### src/rtl/watch_timekeeper.sv
// Watch timekeeping core: 24-hour time of day plus a saturating stopwatch, both ticked at 1 Hz from CLK_HZ.
// Optional lap hold is compiled in with `define WATCH_LAP_EN.
module watch_timekeeper #(
    parameter int CLK_HZ = 32768
) (
    input  logic       clk,
    input  logic       reset,
    input  logic [2:0] state,
    input  logic       btn_inc,
    input  logic       btn_start,
    input  logic       btn_clear,
    input  logic       btn_lap,
    output logic [5:0] current_s,
    output logic [5:0] current_m,
    output logic [5:0] current_h,
    output logic [5:0] stopwatch_s,
    output logic [5:0] stopwatch_m,
    output logic [5:0] stopwatch_h,
    output logic       second,
    output logic       sw_running,
    output logic       lap_active
);
    localparam int PW = $clog2(CLK_HZ);
    localparam logic [PW-1:0] P_LAST = PW'(CLK_HZ - 1);
    localparam logic [PW-1:0] P_HALF = PW'(CLK_HZ / 2);
    localparam logic [PW-1:0] P_ONE  = PW'(1);
    localparam logic [17:0]   SW_MAX = {6'd23, 6'd59, 6'd59};

    // {h, m, s} advanced by one second with minute/hour carries, wrapping at midnight
    function automatic logic [17:0] hms_advance(input logic [17:0] t);
        logic [5:0] h, m, s;
        {h, m, s} = t;
        if (s != 6'd59) begin
            s = s + 6'd1;
        end else begin
            s = 6'd0;
            if (m != 6'd59) begin
                m = m + 6'd1;
            end else begin
                m = 6'd0;
                h = (h == 6'd23) ? 6'd0 : h + 6'd1;
            end
        end
        return {h, m, s};
    endfunction

    logic [PW-1:0] tp_q, tp_d, sp_q, sp_d;
    logic [17:0]   tod_q, tod_d, sw_q, sw_d;
    logic          second_q, second_d, run_q, run_d;
    logic          set_mode, sw_mode, tick, sw_tick;
`ifdef WATCH_LAP_EN
    logic          lap_q, lap_d;
    logic [17:0]   disp_q, disp_d;
`else
    logic          unused_lap;
    assign unused_lap = btn_lap;
`endif

    always_comb begin
        set_mode = (state == 3'd1) || (state == 3'd2) || (state == 3'd3);
        sw_mode  = (state == 3'd4);
        tick     = !set_mode && (tp_q == P_LAST);
        tp_d     = (set_mode || tick) ? '0 : tp_q + P_ONE;
        second_d = !set_mode && (tp_d < P_HALF);

        tod_d = tod_q;
        if (tick) begin
            tod_d = hms_advance(tod_q);
        end else if (btn_inc) begin
            case (state)
                3'd1: tod_d[17:12] = (tod_q[17:12] == 6'd23) ? 6'd0 : tod_q[17:12] + 6'd1;
                3'd2: tod_d[11:6]  = (tod_q[11:6] == 6'd59) ? 6'd0 : tod_q[11:6] + 6'd1;
                3'd3: tod_d[5:0]   = 6'd0;
                default: ;
            endcase
        end

        // Stopwatch counts in every mode; only its buttons are gated by sw_mode
        sw_tick = run_q && (sp_q == P_LAST);
        sp_d    = run_q ? ((sp_q == P_LAST) ? '0 : sp_q + P_ONE) : sp_q;
        sw_d    = (sw_tick && (sw_q != SW_MAX)) ? hms_advance(sw_q) : sw_q;
        run_d   = run_q;
`ifdef WATCH_LAP_EN
        lap_d   = lap_q;
`endif
        if (sw_mode && btn_clear) begin
            sw_d  = '0;
            sp_d  = '0;
            run_d = 1'b0;
`ifdef WATCH_LAP_EN
            lap_d = 1'b0;
`endif
        end else begin
            if (sw_mode && btn_start) run_d = !run_q;
`ifdef WATCH_LAP_EN
            if (sw_mode && btn_lap && run_q) lap_d = !lap_q;
`endif
        end
`ifdef WATCH_LAP_EN
        // Engaging captures the count of this edge; holding freezes the display
        disp_d = (lap_d && lap_q) ? disp_q : sw_d;
`endif
    end

    always_ff @(posedge clk or negedge reset) begin
        if (!reset) begin
            tp_q     <= '0;
            sp_q     <= '0;
            tod_q    <= '0;
            sw_q     <= '0;
            second_q <= 1'b0;
            run_q    <= 1'b0;
`ifdef WATCH_LAP_EN
            lap_q    <= 1'b0;
            disp_q   <= '0;
`endif
        end else begin
            tp_q     <= tp_d;
            sp_q     <= sp_d;
            tod_q    <= tod_d;
            sw_q     <= sw_d;
            second_q <= second_d;
            run_q    <= run_d;
`ifdef WATCH_LAP_EN
            lap_q    <= lap_d;
            disp_q   <= disp_d;
`endif
        end
    end

    assign current_h  = tod_q[17:12];
    assign current_m  = tod_q[11:6];
    assign current_s  = tod_q[5:0];
    assign second     = second_q;
    assign sw_running = run_q;
`ifdef WATCH_LAP_EN
    assign lap_active  = lap_q;
    assign stopwatch_h = disp_q[17:12];
    assign stopwatch_m = disp_q[11:6];
    assign stopwatch_s = disp_q[5:0];
`else
    assign lap_active  = 1'b0;
    assign stopwatch_h = sw_q[17:12];
    assign stopwatch_m = sw_q[11:6];
    assign stopwatch_s = sw_q[5:0];
`endif
endmodule

### config.mk
export PLATFORM = sky130hd
export DESIGN_NAME = watch_timekeeper
export DESIGN_NICKNAME = d
export VERILOG_FILES = /design/src/rtl/watch_timekeeper.sv
export SDC_FILE = /design/constraint.sdc
export NUM_CORES = 1
export LEC_CHECK = 0
export CAP_MARGIN = 20
export CORE_MARGIN = 5
export CORE_UTILIZATION = 41
export CTS_CLUSTER_DIAMETER = 80
export DETAILED_ROUTE_END_ITERATION = 16
export SYNTH_ARGS = -nofsm -noshare
export SYNTH_HDL_FRONTEND = slang
export SYNTH_SLANG_ARGS = --single-unit
### constraint.sdc
create_clock -name clk -period 3.4 [get_ports clk]
set_clock_uncertainty 0.1 [all_clocks]
set_input_delay 1.02 -clock clk [delete_from_list [all_inputs] [get_ports clk]]
set_output_delay 1.02 -clock clk [all_outputs]
set_load 0.02 [all_outputs]
==> results.json <==
{
  "critical_path_required_ns": 3.52,
  "ff2ff_path_depth": 6,
  "fmax_achieved_mhz": 368,
  "cp_slowest_cell": "sky130_fd_sc_hd__clkdlybuf4s50_1",
  "postSynth.asyncResetShare_pct": 100,
  "finish.net_count": 455,
  "placed_area_um2": 4230,
  "port_buffers": 45,
  "i_o_pin_total": 48,
  "synth_area_per_cell_um2": 9.42,
  "synth.lib_cells_used.distinct": 53,
  "met1_usage_pct": 22.3,
  "critical_path_max_stage_delay_ns": 0.61,
  "power.static_leakage_nw": 1.87,
  "cts.repair.resized": 0,
  "dp_worst_setup_slack_ns": 0.365,
  "seq_power_share_pct": 48.6,
  "min_clock_period_post_route_ns": 2.72,
  "grt_usage_pct": 15.6,
  "end_kind": "register",
  "drt_iter0_drc": 111,
  "die_w_um": 105,
  "clock_power_share_pct": 33.4,
  "syn-instance-count": 389,
  "power_switching_share_pct": 30.1,
  "numClockSinks": 68,
  "finalSetupViolCount": 0,
  "die_height_um": 105,
  "critical_path_class": "primary input to register",
  "worst-endpoint-arrival_ns": 2.84,
  "grt_first_pass_wirelength_um": 14300,
  "switchingPower_w": 0.000610,
  "holdPathStages": 1,
  "share_comb_of_total_power_pct": 18.0,
  "vias": 3099,
  "fp.dieArea_um2": 10900,
  "synth-seq-area-share_pct": 46.4,
  "rsz0062_at_grt": "no",
  "timing_hold_violations_final": 0,
  "drt_pass1_iterations": 4,
  "area_growth_pct": 20.9,
  "setup_slack_ns": 0.683,
  "clk_latency_ns": 0.34,
  "maximum_fanout_along_the_worst_path": 9,
  "cp_cell_sequence": "clkdlybuf4s50_1, o21bai_1, nand2b_1, o31a_1, nand2b_1, xnor2_1",
  "detail_route.vias_per_cell": 5.62,
  "dp.final_hpwl_um": 5850,
  "headroom_to_the_max_slew_limit_pct": 59.6,
  "postSynthRegisterBits": 68,
  "core_area_um2": 8720,
  "number_of_global_route_vias_before_repair": 2969,
  "post_route_cells_drive_above_1_share_pct": 7.22,
  "edff_count_synth": 0,
  "finalCoreUtilization_pct": 50.8,
  "worstSetupStartpointType": "primary input",
  "grt_antenna_before_repair": 0,
  "result_of_the_run": "completed",
  "global_route.usage.met3_pct": 2.92,
  "rows": 34,
  "route.detailed.drc": 0,
  "route.antenna.remaining_nets": 0,
  "final.period_utilization_pct": 79.9,
  "critPathMostFrequentCell": "sky130_fd_sc_hd__nand2b_1",
  "tightestPinTransition_ns": 0.605,
  "finalMaxSlewViolations": 0,
  "cts-root-buf": "sky130_fd_sc_hd__clkbuf_8",
  "synth.yosys.warnings": 0,
  "post-route-cell-area_um2": 4430,
  "cts-buffers-inserted": 9,
  "global_route.usage.met2_pct": 23.8,
  "maximum_buffer_depth_of_the_clock_tree": 2,
  "diodes": 0,
  "power-per-cell-area_nw_per_um2": 457,
  "min-delay-path-class": "register to register",
  "cap_viol_max_count": 0,
  "tritoncts_clock_tree": "yes",
  "number_of_inserted_filler_cells_in_the_final_layout": 822,
  "intPower_w": 0.00142,
  "path_clk_slew_ns": 0.07,
  "synth_ff_type": "sky130_fd_sc_hd__dfrtp_1",
  "postCtsHoldBufs": 0,
  "detail_route.wl_per_cell_um": 14.9,
  "cts_max_level": 3,
  "synth.net_count": 406,
  "gp_routability_congestion": 0.772,
  "layer_carrying_the_most_global_route_usage": "met2",
  "wirelength_routed_um": 8220,
  "floorplan.initialDensity_pct": 42.0,
  "grt.overflow.total": 0,
  "cts_post_setup_buffers_inserted": 0,
  "summed_negative_setup_slack_over_all_endpoints_ns": 0,
  "grt_max_degree": 57,
  "ir_worst_vdd_v": 0.000225,
  "syn-cell-area_um2": 3660
}
critical path, delay by kind of cell:
kind            cells  cell delay [ns]
compound gates      2             0.67
simple gates        2             0.41
xor+xnor            1             0.12
buf+inv             1             0.61
cell usage after synthesis (2+ instances only):
| master | instances | area, um^2 |
|---|---|---|
| sky130_fd_sc_hd__nand3_1 | 34 | 170 |
| sky130_fd_sc_hd__nand3b_1 | 3 | 22.5 |
| sky130_fd_sc_hd__nand2b_1 | 4 | 25.0 |
| sky130_fd_sc_hd__a22o_1 | 5 | 43.8 |
| sky130_fd_sc_hd__a21oi_1 | 18 | 90.1 |
| sky130_fd_sc_hd__nor2b_1 | 3 | 18.8 |
| sky130_fd_sc_hd__ha_1 | 8 | 100 |
| sky130_fd_sc_hd__and4_1 | 7 | 61.3 |
| sky130_fd_sc_hd__xor2_1 | 9 | 78.8 |
| sky130_fd_sc_hd__nand4_1 | 13 | 81.3 |
| sky130_fd_sc_hd__and2_1 | 5 | 31.3 |
| sky130_fd_sc_hd__mux2_2 | 4 | 45.0 |
| sky130_fd_sc_hd__o31ai_1 | 11 | 82.6 |
| sky130_fd_sc_hd__dfrtp_1 | 68 | 1700 |
| sky130_fd_sc_hd__a31oi_1 | 4 | 25.0 |
| sky130_fd_sc_hd__and3_1 | 11 | 68.8 |
| sky130_fd_sc_hd__or3_1 | 6 | 37.5 |
| sky130_fd_sc_hd__nor4_1 | 2 | 12.5 |
| sky130_fd_sc_hd__xnor2_1 | 6 | 52.6 |
| sky130_fd_sc_hd__a21o_1 | 6 | 45.0 |
| sky130_fd_sc_hd__mux2i_1 | 3 | 30.0 |
| sky130_fd_sc_hd__o21ai_0 | 22 | 110 |
| sky130_fd_sc_hd__nor2_1 | 45 | 169 |
| sky130_fd_sc_hd__buf_4 | 4 | 30.0 |
| sky130_fd_sc_hd__clkbuf_1 | 7 | 26.3 |
| sky130_fd_sc_hd__o211ai_1 | 8 | 60.1 |
| sky130_fd_sc_hd__inv_1 | 7 | 26.3 |
| sky130_fd_sc_hd__or4_1 | 6 | 45.0 |
| sky130_fd_sc_hd__nand2_1 | 30 | 113 |
| sky130_fd_sc_hd__nor3_1 | 7 | 35.0 |
per-stage QoR:
step / cells / total power, W / hold WS (ns)
finish: 551 / 0.00203 / 0.358
global route: 551 / 0.00215 / 0.404
CTS: 551 / 0.00206 / 0.367
detailed placement: 535 / 0.00137 / 0.356
global placement: 535 / 0.00136 / 0.347
floorplan: 389 / 0.00119 / 0.333
logic make-up after synthesis:
group	count (synthesis)	synth area share [%]
compound gates	85	15.2
fa+ha+maj	8	2.73
flops	68	46.4
xor+xnor	15	3.59
simple gates	185	27.2
mux	7	2.05
buf+inv	20	2.70
other cells	1	0.102
cell usage in the layout, fill, tap and decap left out, types with 5 or more instances in the layout:
master | synthesis | layout
sky130_fd_sc_hd__nor2_1 | 45 | 45
sky130_fd_sc_hd__o21ai_0 | 22 | 22
sky130_fd_sc_hd__nor3_1 | 7 | 7
sky130_fd_sc_hd__nand2_1 | 30 | 30
sky130_fd_sc_hd__xor2_1 | 9 | 9
sky130_fd_sc_hd__a21oi_1 | 18 | 18
sky130_fd_sc_hd__o31ai_1 | 11 | 11
sky130_fd_sc_hd__clkbuf_8 | 0 | 10
sky130_fd_sc_hd__buf_4 | 4 | 5
sky130_fd_sc_hd__o211ai_1 | 8 | 8
sky130_fd_sc_hd__inv_1 | 7 | 7
sky130_fd_sc_hd__nand4_1 | 13 | 13
sky130_fd_sc_hd__a21o_1 | 6 | 6
sky130_fd_sc_hd__and4_1 | 7 | 7
sky130_fd_sc_hd__clkdlybuf4s50_1 | 0 | 44
sky130_fd_sc_hd__or4_1 | 6 | 6
sky130_fd_sc_hd__and3_1 | 11 | 11
sky130_fd_sc_hd__ha_1 | 8 | 8
sky130_fd_sc_hd__a22o_1 | 5 | 5
sky130_fd_sc_hd__and2_1 | 5 | 5
sky130_fd_sc_hd__dfrtp_1 | 68 | 68
sky130_fd_sc_hd__or3_1 | 6 | 6
sky130_fd_sc_hd__xnor2_1 | 6 | 6
sky130_fd_sc_hd__nand3_1 | 34 | 34
layer usage:
metal | share of wire (%) | vias to the layer above
met2 | 45 | 50
li1 | - | 1545
met3 | 3.2 | 9
met4 | 1.2 | 0
met5 | 0 | -
met1 | 51 | 1495
worst paths after layout:
| path | startpoint | endpoint | slack, ns |
|---|---|---|---|
| max reg2reg | sw_q[0] | sw_q[15] | 1.17 |
| min in group asynchronous | reset | tod_q[5] | 0.47 |
| max in group asynchronous | reset | sw_q[2] | 2.11 |
| max | state[2] | tod_q[14] | 0.68 |
| min | tp_q[0] | tp_q[0] | 0.36 |
| min reg2reg | tp_q[0] | tp_q[0] | 0.36 |
state kept, by name (all words and copies together), names as in the netlist:
register	count
sp_q	15
sw_q	18
sw_running	1
tp_q	15
second	1
tod_q	18
power groups by stage:
stage	Sequential, W	Clock [W]	Combinational, W
2_1_floorplan	0.00103	0	0.000159
3_3_place_gp	0.000997	0	0.000362
3_5_place_dp	0.000999	0	0.000369
4_1_cts	0.000982	0.000704	0.000371
5_1_grt	0.00100	0.000742	0.000403
6_report	0.000984	0.000678	0.000365
cell type report:
class                           instances  area, um^2  area share, %
Timing Repair Buffer                   51         503           11.4
Clock inverter                          6        63.8           1.44
Sequential cell                        68        1700           38.4
Tap cell                              108         135           3.05
Clock buffer                           10         138           3.11
Inverter                                7        26.3          0.593
Multi-Input combinational cell        301        1860           42.1
Power figures use the tool's default switching activity.
